`src/rtl/wb_write_arbiter.sv`:
```
// Register-file write-port arbiter: pipeline writeback versus a 2-entry in-order
// auxiliary result buffer, with WAW squash, starvation forcing and decode hazard flags.
module wb_write_arbiter #(
  parameter int STARVE_MAX = 4
) (
  input  logic        clk,
  input  logic        rst,
  input  logic        pipe_wr_en,
  input  logic [2:0]  pipe_wr_reg,
  input  logic [15:0] pipe_wr_data,
  input  logic        aux_valid,
  input  logic [2:0]  aux_reg,
  input  logic [15:0] aux_data,
  output logic        aux_ready,
  output logic        rf_wr_en,
  output logic [2:0]  rf_wr_reg,
  output logic [15:0] rf_wr_data,
  output logic        pipe_stall,
  input  logic [2:0]  rd_reg_a,
  input  logic [2:0]  rd_reg_b,
  output logic        busy_a,
  output logic        busy_b
);

  localparam logic [3:0] SMAX = 4'(STARVE_MAX);

  logic [1:0]  live;
  logic [2:0]  ent_reg [2];
  logic [15:0] ent_data [2];
  logic        head;
  logic [1:0]  count;
  logic [3:0]  starve;

  logic head_live, force_g, pipe_g, head_g, pop, push, tail, enq_live;

  always_comb begin
    head_live = (count != 2'd0) && live[head];
    force_g   = head_live && (count == 2'd2 || starve == SMAX);
    pipe_g    = !force_g && pipe_wr_en;
    head_g    = head_live && (force_g || !pipe_wr_en);
    // A dead head leaves without touching the port.
    pop       = (count != 2'd0) && (!live[head] || head_g);
    push      = aux_valid && (count != 2'd2);
    tail      = head ^ count[0];
    enq_live  = !(pipe_g && aux_reg == pipe_wr_reg);
  end

  always_comb begin
    aux_ready  = 1'b0;
    rf_wr_en   = 1'b0;
    rf_wr_reg  = 3'd0;
    rf_wr_data = 16'd0;
    pipe_stall = 1'b0;
    busy_a     = 1'b0;
    busy_b     = 1'b0;
    if (!rst) begin
      aux_ready  = (count != 2'd2);
      pipe_stall = force_g && pipe_wr_en;
      if (head_g) begin
        rf_wr_en   = 1'b1;
        rf_wr_reg  = ent_reg[head];
        rf_wr_data = ent_data[head];
      end else if (pipe_g) begin
        rf_wr_en   = 1'b1;
        rf_wr_reg  = pipe_wr_reg;
        rf_wr_data = pipe_wr_data;
      end
      busy_a = (live[0] && ent_reg[0] == rd_reg_a)
             | (live[1] && ent_reg[1] == rd_reg_a);
      busy_b = (live[0] && ent_reg[0] == rd_reg_b)
             | (live[1] && ent_reg[1] == rd_reg_b);
    end
  end

  always_ff @(posedge clk or posedge rst) begin
    if (rst) begin
      live        <= 2'b00;
      ent_reg[0]  <= 3'd0;
      ent_reg[1]  <= 3'd0;
      ent_data[0] <= 16'd0;
      ent_data[1] <= 16'd0;
      head        <= 1'b0;
      count       <= 2'd0;
      starve      <= 4'd0;
    end else begin
      for (int i = 0; i < 2; i++) begin
        if (pipe_g && live[i] && ent_reg[i] == pipe_wr_reg)
          live[i] <= 1'b0;
      end
      if (pop)
        live[head] <= 1'b0;
      if (push) begin
        live[tail]     <= enq_live;
        ent_reg[tail]  <= aux_reg;
        ent_data[tail] <= aux_data;
      end
      if (pop)
        head <= ~head;
      count <= count + {1'b0, push} - {1'b0, pop};
      if (head_g || live == 2'b00)
        starve <= 4'd0;
      else if (head_live && starve != SMAX)
        starve <= starve + 4'd1;
    end
  end

endmodule

```
`config.mk`:
```
export PLATFORM = sky130hd
export DESIGN_NAME = wb_write_arbiter
export DESIGN_NICKNAME = d
export VERILOG_FILES = /design/src/rtl/wb_write_arbiter.sv
export SDC_FILE = /design/constraint.sdc
export NUM_CORES = 1
export LEC_CHECK = 0
export ABC_AREA = 1
export CORE_ASPECT_RATIO = 0.75
export CORE_MARGIN = 5
export CORE_UTILIZATION = 45
export CTS_CLUSTER_SIZE = 30
export DETAILED_ROUTE_END_ITERATION = 8
export GPL_ROUTABILITY_DRIVEN = 1
export PLACE_DENSITY_LB_ADDON = 0.25
export SETUP_SLACK_MARGIN = 0.15
export SKIP_CTS_REPAIR_TIMING = 1
export SLEW_MARGIN = 20
export SYNTH_ARGS = -nofsm -noshare
export SYNTH_HDL_FRONTEND = slang
export SYNTH_SLANG_ARGS = --single-unit
```
`constraint.sdc`:
```
create_clock -name clk -period 2 [get_ports clk]
set_clock_uncertainty 0.2 [all_clocks]
set_input_delay 0.2 -clock clk [delete_from_list [all_inputs] [get_ports clk]]
set_output_delay 0.2 -clock clk [all_outputs]
set_load 0.05 [all_outputs]
```
==> results by group, run 1 <==
Clock tree
  – Clock slew at reported path FFs: approximately 0.090 ns
  – Buffer cell driving the clock tree root: sky130_fd_sc_hd__clkbuf_8
  – Clock tree buffer depth: 2
  – CTS H-Tree Depth: 2
  – Clock tree from TritonCTS: done
  – Total number of clock tree sinks: 47
  – Number of buffers created by CTS: 5
  – Later-pin clock latency in the skew report: 0.31 ns

Timing
  – Part of the cycle the worst path needs: 117%
  – Worst setup margin: -0.341 ns
  – Pins over their slew limit: 0
  – Tightest hold margin: 0.159 ns
  – Worst max-slew margin expressed relative to the limit: 71.0%
  – Total count of hold-check failures in the final report: 0
  – Tightest Pin Transition: about 0.44 ns
  – Time the worst path needs with I/O delays and setup: 2.34 ns
  – RSZ-0062 raised after global routing: yes
  – Aggregate negative setup slack: -6.51 ns
  – Setup violation total in the final timing report: 22
  – Highest clock frequency the design can meet: 427 MHz

Route
  – Final wirelength: 8.15 mm
  – Antenna-violating nets left: 0
  – Post-route DRC: 0
  – First-pass iteration count of the detailed router: 4
  – Starting DRC count in detailed routing: 167
  – Mean number of vias per cell: 5.09
  – Total vias in the final route: 2906
  – WL/cell: approximately 14 um

GRT
  – Global-route wire length before repair: 13.4 mm
  – Antenna violations before repair: 0
  – Most used routing layer: met2
  – Met1 demand-to-capacity share in global routing: 28.7%
  – Global-route met2 utilization: around a third
  – Vias in the first global route: 2881
  – Global-route track usage on met3: ~5.1%
  – Leftover overflow at the end of global routing: 0
  – Pin count of the biggest net entering global routing: between 40 and 50
  – Gr usage total: 20.8%

Floorplan
  – Die Y: 79.2 um
  – Area of the placeable core: 6260 sq um
  – Die Span X: 102 um
  – IO Count: ~70
  – Starting utilization of the core area: 45.9%
  – DIE AREA: 8090 sq um
  – Row cnt: 25

Logic synthesis
  – Number of warnings printed during yosys synthesis: 0
  – Post-Syn Area: 2870 sq um
  – Sequential area share after synthesis: 41.0%
  – Synthesized netlist net count: 450
  – Average size of a mapped cell: between 7 and 8 sq um
  – Count of mapped cells out of synthesis: 399
  – Synthesis-stage register bit count: 47
  – Unique cell type count in the Yosys netlist: 29

Critical path
  – Required arrival time at the worst endpoint: ~1.6 ns
  – Critical Path Fanout Max: 20
  – R2r endpoint: count[1]
  – Register-to-register path setup slack: -0.25 ns
  – Crit. Startpoint: starve[1]
  – Launching point of the worst reg2reg path: starve[1]
  – Category of the worst setup path launch point: flop
  – Crit-path max cell delay: roughly 0.40 ns
  – Arrival time reported for the critical path endpoint: 1.94 ns
  – Category of the worst setup path capture point: primary output
  – Path type of the worst setup path: reg -> out
  – Worst r2r path cells: 13
  – CP max-delay cell: sky130_fd_sc_hd__dfrtp_1
  – Endpoint of the most critical setup path: rf_wr_data[6]
  – List of cells traversed by the critical path: inv_2, ha_4, nand2_1, nor2_1, nor2_1, a21oi_2, buf_12, nand2_1, a21oi_4, buf_12

Place
  – Worst-case setup slack after placement: -0.187 ns
  – Number of buffers inserted by port buffering: 71
  – DPL Wire Length: approximately 6 mm
  – Gp weighted congestion: 0.872

Layout
  – Share of cells above drive strength 1: 24.1%
  – Flip-flop count of the largest register, all copies and words added: 32
  – Number of nets in the layout: 540
  – Layout-stage area growth over the synthesis result: 55.2%
  – Area of combinational cells with multiple inputs: 1670 sq um
  – Antenna diode count: 0
  – Total area of sequential cells: 1180 sq um
  – Count of fill cells added during filler insertion: approximately 500

Worst hold path
  – Min-Delay Path Class: in -> async

Power
  – Peak ir drop on the vdd network: 0.000770 V
  – Total power divided by cell area: 1410 nW/um^2
  – Static Leak: 0.00199 uW
  – Total power: between 6000 and 7000 uW

Status
  – Result of the run: finished with violations
  – Failing checks: setup timing

Job
  – Max-Cap Viols: 0
## logic make-up (layout without fill, tap and decap cells)
kind of cell | after synthesis | count (layout) | synth area share [%]
xor gates and xnor gates | 21 | 21 | 6.67
buffers and inverters | 59 | 150 | 9.46
adders and majority gates | 3 | 3 | 1.31
AOI/OAI and AO/OA | 68 | 68 | 13.1
and+or+nand+nor | 201 | 201 | 28.5
DFF | 47 | 47 | 41.0
## cell usage after synthesis (all sizes together)
master,count,share of area (%)
nand2,141,19
dfrtp,47,41
inv,37,4.9
o21ai,35,6.1
nand3,30,5.2
a21oi,29,5.2
nor2,22,3.1
buf,14,3.5
xor2,13,4.2
clkbuf,8,1.0
xnor2,8,2.4
nor3,6,1.0
ha,3,1.3
a21boi,1,0.65
a31oi,1,0.22
nand3b,1,0.26
o211ai,1,0.26
o21bai,1,0.65
or2,1,0.22
## worst max-delay path: cells and delay by family (launching register included)
kind / cells / cell delay (ns)
buffers and inverters: 3 / 0.41
DFF: 1 / 0.40
AOI/OAI and AO/OA: 2 / 0.35
and+or+nand+nor: 4 / 0.33
adders and majority gates: 1 / 0.13
## layout by cell type, fill, tap and decap left out, types with 2 or more instances in the layout
cell | netlist | routed
sky130_fd_sc_hd__nand2_1 | 139 | 131
sky130_fd_sc_hd__clkdlybuf4s50_1 | 0 | 46
sky130_fd_sc_hd__dfrtp_1 | 47 | 45
sky130_fd_sc_hd__inv_1 | 33 | 29
sky130_fd_sc_hd__nand3_1 | 30 | 28
sky130_fd_sc_hd__buf_4 | 3 | 28
sky130_fd_sc_hd__o21ai_0 | 26 | 26
sky130_fd_sc_hd__buf_12 | 0 | 26
sky130_fd_sc_hd__nor2_1 | 21 | 20
sky130_fd_sc_hd__xor2_1 | 12 | 12
sky130_fd_sc_hd__a21oi_4 | 0 | 11
sky130_fd_sc_hd__nand2_2 | 2 | 9
sky130_fd_sc_hd__a21oi_1 | 28 | 9
sky130_fd_sc_hd__a21oi_2 | 1 | 9
sky130_fd_sc_hd__o21ai_1 | 9 | 9
sky130_fd_sc_hd__xnor2_1 | 8 | 8
sky130_fd_sc_hd__inv_2 | 3 | 5
sky130_fd_sc_hd__clkbuf_8 | 0 | 5
sky130_fd_sc_hd__nor3_1 | 6 | 4
sky130_fd_sc_hd__buf_6 | 4 | 4
sky130_fd_sc_hd__nand3_4 | 0 | 2
sky130_fd_sc_hd__clkinvlp_4 | 0 | 2
sky130_fd_sc_hd__ha_1 | 3 | 2
sky130_fd_sc_hd__dfrtp_2 | 0 | 2
## layer usage
metal | part of all wire (%) | wire (um) | vias to the layer above
met5 | 0 | 0 | -
met4 | 0.64 | 52 | 0
met2 | 48 | 3920 | 86
li1 | - | - | 1433
met3 | 6.4 | 518 | 6
met1 | 45 | 3660 | 1381
## how the worst min path moves through the flow
| stage | to | slack (ns) | depth (start not counted) | start |
|---|---|---|---|---|
| 2_1_floorplan | ent_data[0] | 0.11 | 2 | aux_data[0] |
| 3_3_place_gp | ent_data[4] | 0.26 | 2 | ent_data[4] |
| 3_5_place_dp | ent_data[4] | 0.27 | 2 | ent_data[4] |
| 4_1_cts | ent_data[10] | 0.15 | 4 | rst |
| 5_1_grt | ent_data[3] | 0.19 | 4 | rst |
| 6_report | ent_data[3] | 0.16 | 4 | rst |
## area by class of cell
cell class,count,area share (%)
Sequential cell,47,26.5
Tap cell,81,2.28
Inverter,37,3.29
Clock buffer,5,1.54
Multi-Input combinational cell,293,37.5
Clock inverter,3,1.04
Timing Repair Buffer,105,27.9
## stage by stage
step / cell area [sq um] / utilization [%] / std cells
2_1_floorplan: 3070 / - / 399
3_5_place_dp: 4220 / 67.4 / 558
4_1_cts: 4330 / 69.2 / 566
6_report: 4450 / 71.2 / 571
3_3_place_gp: 4220 / 67.4 / 558
5_1_grt: 4450 / 71.2 / 571
## power breakdown
group / total, uW / internal (uW) / switching, uW
Clock: 726 / 377 / 349
Combinational: 3890 / 1650 / 2240
Sequential: 1680 / 1400 / 278
Total: 6290 / 3420 / 2860
(Power assumes the default switching activity.)
==> run 2: changes to the inputs <==
==> constraint.sdc (replaced) <==
create_clock -name clk -period 2 [get_ports clk]
set_clock_uncertainty 0.2 [all_clocks]
set_input_delay 0.3 -clock clk [delete_from_list [all_inputs] [get_ports clk]]
set_output_delay 0.3 -clock clk [all_outputs]
set_load 0.05 [all_outputs]
==> results by group, run 2 (synthesis gave the netlist of run 1 again) <==
Status
  – Result of the run: finished with violations
  – Failing checks: setup timing

GRT
  – Global-route wire length before repair: 13.6 mm (+1.4%)
  – Gr usage total: 21.2% (+0.42 points)
  – Pin count of the biggest net entering global routing: 27 (-44%)
  – Antenna violations before repair: 0 (unchanged)
  – Leftover overflow at the end of global routing: 0 (unchanged)
  – Vias in the first global route: 2924 (+1.5%)

Floorplan
  – Starting utilization of the core area: 45.9% (unchanged)
  – Area of the placeable core: 6260 sq um (unchanged)
  – IO Count: 72 (unchanged)
  – Row cnt: 25 (unchanged)
  – Die Y: 79.2 um (unchanged)
  – Die Span X: 102 um (unchanged)
  – DIE AREA: 8090 sq um (unchanged)

Route
  – WL/cell: 14.6 um (+2.3%)
  – Antenna-violating nets left: 0 (unchanged)
  – Total vias in the final route: 2911 (+0.17%)
  – Final wirelength: 8.32 mm (+2.1%)
  – Post-route DRC: 0 (unchanged)
  – First-pass iteration count of the detailed router: 4 (unchanged)
  – Starting DRC count in detailed routing: 139 (-17%)
  – Mean number of vias per cell: 5.11 (+0.35%)

Worst hold path
  – Min-Delay Path Class: in -> async

Critical path
  – Category of the worst setup path capture point: primary output
  – Register-to-register path setup slack: -0.20 ns (+0.05 ns)
  – Critical Path Fanout Max: 5 (-75%)
  – Path type of the worst setup path: reg -> out
  – Category of the worst setup path launch point: flop
  – Arrival time reported for the critical path endpoint: 2.02 ns (+0.08 ns)
  – Required arrival time at the worst endpoint: 1.50 ns (-0.10 ns)

Clock tree
  – Clock slew at reported path FFs: 0.09 ns (about the same)
  – Buffer cell driving the clock tree root: sky130_fd_sc_hd__clkbuf_8
  – Number of buffers created by CTS: 5 (unchanged)
  – Clock tree buffer depth: 2 (unchanged)
  – Total number of clock tree sinks: 47 (unchanged)
  – Clock tree from TritonCTS: done
  – CTS H-Tree Depth: 2 (unchanged)
  – Later-pin clock latency in the skew report: 0.31 ns (about the same)

Job
  – Max-Cap Viols: 0 (unchanged)

Power
  – Static Leak: 0.00201 uW (+1.0%)
  – Total power divided by cell area: 1400 nW/um^2 (-1.1%)
  – Peak ir drop on the vdd network: 0.000708 V (-8.0%)

Timing
  – Tightest hold margin: 0.178 ns (+0.0190 ns)
  – RSZ-0062 raised after global routing: yes
  – Part of the cycle the worst path needs: 126% (+9.0 points)
  – Worst setup margin: -0.520 ns (-0.179 ns)
  – Tightest Pin Transition: 0.723 ns (+0.288 ns)
  – Worst max-slew margin expressed relative to the limit: 51.8% (-19 points)
  – Setup violation total in the final timing report: 24 (+9.1%)
  – Total count of hold-check failures in the final report: 0 (unchanged)
  – Time the worst path needs with I/O delays and setup: 2.52 ns (+0.179 ns)
  – Highest clock frequency the design can meet: 397 MHz (-7.1%)
  – Pins over their slew limit: 0 (unchanged)

Layout
  – Area of combinational cells with multiple inputs: 1640 sq um (-2.0%)
  – Antenna diode count: 0 (unchanged)
  – Number of nets in the layout: 539 (-0.19%)
  – Share of cells above drive strength 1: 23.1% (-0.97 points)
  – Count of fill cells added during filler insertion: 482 (-5.1%)
  – Flip-flop count of the largest register, all copies and words added: 32 (unchanged)
  – Post-Route Utilization: 71.0% (-0.16 points)
  – Most used cells in the layout excluding fill and tap cells: sky130_fd_sc_hd__nand2_1 (132), sky130_fd_sc_hd__dfrtp_1 (46), sky130_fd_sc_hd__clkdlybuf4s50_1 (45), sky130_fd_sc_hd__inv_1 (31), sky130_fd_sc_hd__buf_12 (30)
  – Most common library cell in the layout ignoring fill and taps: sky130_fd_sc_hd__nand2_1
  – Layout-stage area growth over the synthesis result: 54.8%
  – Total area of sequential cells: 1180 sq um (-0.11%)

Place
  – Gp weighted congestion: 0.867 (-0.64%)
  – Number of buffers inserted by port buffering: 71 (unchanged)
  – DPL Wire Length: 6.10 mm (+0.12%)
-- run 2: where the power goes --
group	internal [uW]	leakage, uW	switching, uW
clock network	246	0.0000483	336
logic	1690	0.00138	2260
registers	1400	0.000577	271
-- run 2: path summary, 6_finish.rpt --
path                             start      endpoint  cells after the start
min in group clk           ent_data[7]   ent_data[7]                      2
hold / removal                     rst      count[0]                      2
max in group asynchronous          rst   ent_data[5]                      3
hold reg to reg            ent_data[7]   ent_data[7]                      2
setup / recovery             starve[1]  rf_wr_reg[1]                     10
setup reg to reg             starve[1]      count[1]                     13
-- run 2: cell type report --
type | count | area share (%)
clock buffer | 5 | 1.55
clock inverter | 3 | 0.422
inverter | 37 | 3.32
multi-input combinational | 293 | 36.9
sequential | 47 | 26.5
tap | 81 | 2.28
timing repair buffer | 104 | 29.1
-- run 2: routing by layer --
layer,wire length [um],GRT usage [%],vias to the layer above
li1,-,-,1437
met1,3790,28.3,1367
met2,3930,34.5,98
met3,513,4.30,9
met4,93,6.68,0
met5,0,0,-
-- run 2: metrics by stage --
step	total power (uW)	area [sq um]	setup slack, ns	TNS (ns)	std cells
after floorplan	4110	3070	-0.161	-1.86	399
after global placement	5300	4270	-0.112	-1.96	558
after detailed placement	5430	4270	-0.183	-2.46	558
after CTS	6030	4350	-0.493	-9.48	566
after global routing	6670	4440	-0.614	-12.50	570
final	6200	4440	-0.520	-9.79	570
-- run 2: critical path: stages (launching register included) --
cell and delay, ns:
sky130_fd_sc_hd__dfrtp_1 0.40, sky130_fd_sc_hd__inv_1 0.06, sky130_fd_sc_hd__ha_1 0.16, sky130_fd_sc_hd__nand2_1 0.08, sky130_fd_sc_hd__nor2_2 0.11, sky130_fd_sc_hd__nor2_2 0.06
sky130_fd_sc_hd__a21oi_4 0.22, sky130_fd_sc_hd__clkbuf_16 0.20, sky130_fd_sc_hd__nand2_1 0.06, sky130_fd_sc_hd__a21oi_2 0.19, sky130_fd_sc_hd__buf_12 0.16
